## src/rtl/zork_text_pkg.sv

```systemverilog
// Shared types and constants for the room-text pager.
//   pager_state_t : pager sequencing states
//   CHAR_SPACE    : blank character held on the output while idle
//   ROOM_TEXT_LEN : characters in one room description
//   page_count()  : number of display pages per room description
package zork_text_pkg;

  typedef enum logic [1:0] {
    ST_IDLE,
    ST_STREAM,
    ST_DRAIN,
    ST_WAIT_NEXT
  } pager_state_t;

  localparam logic [7:0] CHAR_SPACE    = 8'h20;
  localparam int         ROOM_TEXT_LEN = 256;

  function automatic int page_count(input int page_chars);
    return ROOM_TEXT_LEN / page_chars;
  endfunction

endpackage

```

## src/rtl/room_text_pager.sv

```systemverilog
// Room-text pager: latches a player position, sweeps the combinational
// room-text ROM one display page at a time and hands each character
// downstream over a valid/ready stream.
//
// Ports:
//   clk, rst_n       clock, asynchronous active-low reset
//   player_pos       room coordinate, sampled when pos_valid=1
//   pos_valid        new room entered: restart at page 0 (top priority)
//   page_next        advance to the next page (honoured only in WAIT_NEXT)
//   rom_player_pos   latched position, to the ROM
//   rom_screen_pos   ROM character index {page_idx, offset}
//   rom_char         ROM character, combinational from the two above
//   char_data/addr   registered character and its position in the page
//   char_valid       char_data/char_addr valid
//   char_ready       downstream accepts (transfer when valid & ready)
//   page_done        one-cycle pulse after the last character of a page
//   page_idx         current page number
//   last_page        page_idx is the final page
//   busy             a page is being streamed
module room_text_pager
  import zork_text_pkg::*;
#(
  parameter  int PAGE_CHARS = 32,
  localparam int AW = $clog2(PAGE_CHARS),
  localparam int PW = (AW >= 8) ? 1 : 8 - AW
) (
  input  logic          clk,
  input  logic          rst_n,
  input  logic [7:0]    player_pos,
  input  logic          pos_valid,
  input  logic          page_next,
  output logic [7:0]    rom_player_pos,
  output logic [7:0]    rom_screen_pos,
  input  logic [7:0]    rom_char,
  output logic [7:0]    char_data,
  output logic [AW-1:0] char_addr,
  output logic          char_valid,
  input  logic          char_ready,
  output logic          page_done,
  output logic [PW-1:0] page_idx,
  output logic          last_page,
  output logic          busy
);

  localparam logic [PW-1:0] LAST_PAGE   = PW'(page_count(PAGE_CHARS) - 1);
  localparam logic [AW-1:0] LAST_OFFSET = AW'(PAGE_CHARS - 1);

  pager_state_t  state_reg,  state_next;
  logic [7:0]    pos_reg,    pos_next;
  logic [PW-1:0] page_reg,   page_idx_next;
  logic [AW-1:0] offset_reg, offset_next;
  logic [7:0]    data_reg,   data_next;
  logic [AW-1:0] addr_reg,   addr_next;
  logic          valid_reg,  valid_next;
  logic          done_reg,   done_next;

  always_ff @(posedge clk or negedge rst_n) begin
    if (!rst_n) begin
      state_reg  <= ST_IDLE;
      pos_reg    <= 8'h00;
      page_reg   <= '0;
      offset_reg <= '0;
      data_reg   <= CHAR_SPACE;
      addr_reg   <= '0;
      valid_reg  <= 1'b0;
      done_reg   <= 1'b0;
    end else begin
      state_reg  <= state_next;
      pos_reg    <= pos_next;
      page_reg   <= page_idx_next;
      offset_reg <= offset_next;
      data_reg   <= data_next;
      addr_reg   <= addr_next;
      valid_reg  <= valid_next;
      done_reg   <= done_next;
    end
  end

  always_comb begin
    state_next    = state_reg;
    pos_next      = pos_reg;
    page_idx_next = page_reg;
    offset_next   = offset_reg;
    data_next     = data_reg;
    addr_next     = addr_reg;
    valid_next    = valid_reg;
    done_next     = 1'b0;

    if (pos_valid) begin
      // A new room overrides everything; a pending character is dropped.
      pos_next      = player_pos;
      page_idx_next = '0;
      offset_next   = '0;
      valid_next    = 1'b0;
      state_next    = ST_STREAM;
    end else begin
      case (state_reg)
        ST_STREAM: begin
          // Output register is free when empty or being drained this cycle.
          if (!valid_reg || char_ready) begin
            data_next   = rom_char;
            addr_next   = offset_reg;
            valid_next  = 1'b1;
            offset_next = offset_reg + AW'(1);
            if (offset_reg == LAST_OFFSET) begin
              state_next = ST_DRAIN;
            end
          end
        end
        ST_DRAIN: begin
          if (char_ready) begin
            valid_next = 1'b0;
            done_next  = 1'b1;
            state_next = ST_WAIT_NEXT;
          end
        end
        ST_WAIT_NEXT: begin
          if (page_next && (page_reg != LAST_PAGE)) begin
            page_idx_next = page_reg + PW'(1);
            offset_next   = '0;
            state_next    = ST_STREAM;
          end
        end
        default: ;
      endcase
    end
  end

  // The ROM index comes straight from flops, so the ROM output settles
  // one cycle before it is loaded into the output register.
  generate
    if (AW >= 8) begin : g_single_page
      assign rom_screen_pos = 8'(offset_reg);
    end else begin : g_paged
      assign rom_screen_pos = {page_reg, offset_reg};
    end
  endgenerate

  assign rom_player_pos = pos_reg;
  assign char_data      = data_reg;
  assign char_addr      = addr_reg;
  assign char_valid     = valid_reg;
  assign page_done      = done_reg;
  assign page_idx       = page_reg;
  assign last_page      = (page_reg == LAST_PAGE);
  assign busy           = (state_reg == ST_STREAM) || (state_reg == ST_DRAIN);

endmodule
```

## config.mk

```make
export PLATFORM = sky130hd
export DESIGN_NAME = room_text_pager
export DESIGN_NICKNAME = d
export VERILOG_FILES = /design/src/rtl/zork_text_pkg.sv /design/src/rtl/room_text_pager.sv
export SDC_FILE = /design/constraint.sdc
export NUM_CORES = 1
export LEC_CHECK = 0
export ABC_CLOCK_PERIOD_IN_PS = 4050
export CAP_MARGIN = 20
export CORE_MARGIN = 2
export CORE_UTILIZATION = 35
export DETAILED_ROUTE_END_ITERATION = 10
export PLACE_DENSITY = 0.67
export SLEW_MARGIN = 20
export SYNTH_ARGS = -nofsm -noshare
export SYNTH_HDL_FRONTEND = slang
export SYNTH_SLANG_ARGS = --single-unit
```

## constraint.sdc

```tcl
create_clock -name clk -period 4.05 [get_ports clk]
set_input_delay 0.6075 -clock clk [delete_from_list [all_inputs] [get_ports clk]]
set_output_delay 0.6075 -clock clk [all_outputs]
set_load 0.02 [all_outputs]
```

[Word-level counts from Yosys, hierarchy flattened]
Index checks and enable logic that the tools add are counted.
Word-level totals
  output and inout bits: 36
  register bits after elaboration: 33
  bits of input ports: 21
  word-level logic and storage cells: 55
Cells by class
  reduce and logical (&&, ||, !) cells: 14
  muxes and demuxes: 20
  equality and inequality tests: 10
  add/subtract/negate cells: 2
  bitwise gates (word level): 1
Operator list (number)
  2-to-1 mux 5 bit: 3
  != test 3 bit, second input constant: 5
  2-to-1 mux 2 bit: 5
  case mux 5 bit (2 select lines): 1
  2-to-1 mux 3 bit: 3
  AND reduction 3 bit: 3
  2-to-1 mux 1 bit: 6
  case mux 2 bit (3 select lines): 1
  nonzero test 3 bit: 2
  adder 5 x 1 -> 5 bit, second input constant: 1
  == test 5 bit, second input constant: 1
  AND reduction 5 bit: 1
  == test 2 bit, second input constant: 2
  nonzero test 2 bit: 2
  nonzero test 4 bit: 1
  adder 3 x 1 -> 3 bit, second input constant: 1
  == test 3 bit, second input constant: 1
  == test 2 x 1 -> 1 bit, second input constant: 1
  logical OR 1 bit: 2
  case mux 1 bit (2 select lines): 1
  AND reduction 2 bit: 1
  logical AND 1 bit: 1
  logical NOT 1 bit: 1
  inverter 1 bit: 1

[Longest topological paths before layout]
  word-level depth: 5
  gate-level depth with buffers: 7
  gate-level depth less buffers: 7

[Least setup slack after synthesis]
Ideal clock, no wire load.
  path type: register to register
  from: register page_reg[0] (netlist: page_idx[0])
  to: register offset_reg[3]
  data arrival time: 1.637 ns
  library setup time: 0.132 ns
  path buffers: 0
  stages on the path, launching flop included: 7
  slack: 2.281 ns
  data required time: 3.918 ns
  cells stage by stage: dfrtp_1 ha_1 ha_1 nor2b_1 nor2_1 o21ai_0 o211ai_1
Between the ends
  word-level cells in the longest chain between the ends: 4
RTL lines
  start, declared: line room_text_pager.sv:50  | logic [PW-1:0] page_reg, page_idx_next;
  start signal, assigned: line room_text_pager.sv:70  | page_reg <= page_idx_next;
  != test 3 bit: line room_text_pager.sv:118  | if (page_next && (page_reg != LAST_PAGE)) begin
  logical AND 1 bit: line room_text_pager.sv:118
  != test 3 bit (no source line)
  AND reduction 3 bit (no source line)
  end signal, assigned: line room_text_pager.sv:71  | offset_reg <= offset_next;
  end, declared: line room_text_pager.sv:51  | logic [AW-1:0] offset_reg, offset_next;
Every way passes these cells.
A chain may end at the register's enable or synchronous reset.

[Final worst setup path]
  from: input pos_valid
  to: register offset_reg[3]
Between the ends
  word-level cells in the longest chain between the ends: 2
  elaborated cells on any way between the ends: 5
  classes of those cells: 2 x eq/ne; 1 x mux; 2 x reduce/logical
RTL lines
  start, declared: line room_text_pager.sv:30  | input logic pos_valid,
  != test 3 bit (no source line) / nonzero test 3 bit (equally long branches)
  AND reduction 3 bit (no source line)
Several ways; a longest one is shown, not always the timed one.

==> out/results.tsv <==
stage	metric	value	unit
outcome	status	completed	
global_route	total global routing overflow	0	
sta	RSZ-0062 raised after global routing	false	
critical_path	critical path fanouts, max	22	
logic_synthesis	Post-Synth Adder-Cell Area	0.0553	
sta	slew margin rel.	0.433	
clocking	worst skew pair latency	0.29	ns
global_route	vias in the first global route	1200	
placement	DP Worst Slack	1.44	ns
route	Final ANT Viol Nets	0	
critical_path	Buf/Inv on CP	1	
placement	RePlAce Congestion	0.848	
die	width of the chip	71.3	µm
pwr	Cell Pwr Density	367	nW/µm²
final_layout	layout cell share with drive strength beyond 1	0.163	
sta	final setup margin	1.69	ns
critical_path	Worst Path Arrival	2.56	ns
logic_synthesis	Synth Area in Compound Gates	0.0940	
clocking	Num Clock Sinks	33	
global_route	pin count of the biggest net entering global routing	34	
sta	Max Freq	424	MHz
logic_synthesis	Cells after Synth	127	
clocking	CTS Hold Bufs	0	
global_route	Tot GR Track Use	0.146	
critical_path	Critical Path Start Type	input port	
job	max cap viols	0	
critical_path	Setup CP Type	in -> reg	
die	core box area	4350	µm²
pwr	worst vdd ir	0.113	mV
route	post-DR wirelength/cell	14.8	µm
critical_path	Levels on crit path	5	
sta	Tmin final	2.36	ns
sta	worst slew pin tran	0.849	ns
route	Avg Vias per Cell	5.00	
clocking	H-tree Lvls	2	
logic_synthesis	Top FF cell, synth	dfrtp_1	
logic_synthesis	area of the mapped netlist	1580	µm²
route	initial DRC count	40	
sta	Final Max Tran Viols	0	
logic_synthesis	sequential area share after synthesis	0.522	
sta	Total Negative Setup Slacks	0	ns
logic_synthesis	simple-gate share of the synthesized area	0.0956	
critical_path	worst r2r path cells	6	
logic_synthesis	largest family of logic cells by synthesized area	multiplexers	
final_layout	ANT cells	0	
global_route	global-route wire length before repair	5.73	mm
critical_path	top cell family by delay on the critical path	simple AND/OR/NAND/NOR gates	
min_path	worst min path class	reg -> reg	
logic_synthesis	Post-Syn Nets	155	
placement	port bufs	56	
critical_path	Slowest cell on crit path	clkdlybuf4s50_1	
route	1st-pass router iterations	4	
die	Initial Util	0.364	
route	Residual DRC	0	
sta	hold_ws	0.486	ns
critical_path	worst-path cell chain	clkdlybuf4s50_1 > nor2_1 > nand3_1 > or3_1 > o211ai_1	
clocking	postcts setup bufs	0	
die	I/O pin cnt	57	
sta	Fin Clk Skew	0.00649	ns
logic_synthesis	Post-Synth XOR/XNOR Area	0.00553	
final_layout	Layout area overhead	41.1	%
clocking	CTS max path bufs	2	
die	Die Ht	71.3	µm
clocking	Inserted Clock Buffers	5	
logic_synthesis	Avg Inst Size Synth	12.5	µm²
sta	final setup violation count	0	
die	num rows	24	
sta	final-report hold violation count	0	
pwr	leak pwr	0.961	nW
clocking	root buffer cell	clkbuf_8	
logic_synthesis	Yosys cell types	33	
min_path	WHS Path Cells	1	
logic_synthesis	Synth async-reset ratio	1.00	
die	die area	5080	µm²
logic_synthesis	Yosys warnings	0	
final_layout	NumNets Final	211	
final_layout	Reg area	827	µm²
clocking	clk slew on worst S/H paths	0.06	ns
logic_synthesis	Post-synth EDFFs	0	
logic_synthesis	synthesis-stage register bit count	33	
logic_synthesis	multiplexer share of the synthesized area	0.173	
placement	post-DP HPWL	2.60	mm
sta	final worst-path cycle share	0.582	
critical_path	CP required	4.25	ns
critical_path	Max stage delay on crit path	0.84	ns
critical_path	CP endpoint kind	flop	
final_layout	area of the multi-input gates	671	µm²
route	drt total wl	3.49	mm
clocking	CTS tree	built	
global_route	antenna violations before repair	0	
final_layout	Final Util	0.513	
route	routed vias	1181	
final_layout	# fillers	368	
clocking	cts repair resizes	0	
==> synth_stat cells (all sizes together) (2+ instances only) <==
library cell,count,area [µm²]
mux2,21,274
and3,2,17.5
inv,6,22.5
or3,2,12.5
nand2b,2,20.0
ha,7,87.6
nor2b,3,18.8
nand3,4,20.0
o21ai,8,40.0
nor2,8,30.0
buf,8,63.8
dfrtp,32,801
nand2,7,26.3
a21oi,5,25.0
==> layer usage <==
layer,vias to the layer above,wire (µm),track usage
met2,42,1620,0.239
met1,577,1520,0.175
met5,-,0,0
met4,0,82,0.0755
met3,6,260,0.0450
li1,556,-,-
==> where the power goes <==
| part | leakage, nW | internal [mW] | total (mW) | switching [mW] |
|---|---|---|---|---|
| sequential | 0.411 | 0.364 | 0.389 | 0.0246 |
| combinational | 0.508 | 0.112 | 0.200 | 0.0887 |
| clock | 0.0422 | 0.120 | 0.232 | 0.111 |
| total | 0.961 | 0.596 | 0.821 | 0.225 |
==> logic make-up (layout without fill, tap and decap cells) <==
kind of cell               count (synthesis)  in the layout
AOI/OAI and AO/OA                         22             22
xor gates and xnor gates                   1              1
adders and majority gates                  7              7
buffers and inverters                     14             71
DFF                                       33             33
muxes                                     21             21
and+or+nand+nor                           29             29
==> cells in the final DEF (no fill, tap or decap), types with 2 or more instances in the layout <==
master,Yosys,routed
mux2_2,8,8
nand2_1,7,7
nor2b_1,3,3
mux2_1,3,3
a21oi_1,5,5
inv_1,6,6
clkbuf_1,0,2
ha_1,7,7
or3_1,2,2
clkbuf_8,0,5
nor2_1,8,8
dfrtp_1,32,32
nand3_1,4,4
clkdlybuf4s50_1,0,56
o21ai_0,8,8
mux2_4,10,10
==> worst paths after layout <==
check | from | to | slack (ns)
hold / removal | char_data[2] | char_data[2] | 0.49
setup reg to reg | page_idx[0] | state_reg[0] | 2.24
setup / recovery | pos_valid | offset_reg[3] | 1.69
min in group asynchronous | rst_n | char_data[1] | 0.72
max in group asynchronous | rst_n | char_data[5] | 2.99
hold reg to reg | char_data[2] | char_data[2] | 0.49
==> per-stage QoR <==
stage	power (mW)	std cells	instance area (µm²)
final	0.821	236	2230
after global routing	0.865	236	2230
after CTS	0.835	236	2230
after detailed placement	0.597	228	2150
after global placement	0.590	228	2150
after floorplan	0.492	127	1580
==> layout make-up <==
cell class / count / share of cell area
clock buffers: 7 / 0.0342
clock inverters: 1 / 0.00224
inverters: 6 / 0.0101
multi-input cells: 80 / 0.300
flip-flops and latches: 33 / 0.370
well taps: 52 / 0.0291
repair buffers: 57 / 0.254
Note: power is estimated with default switching activity, not from simulation.
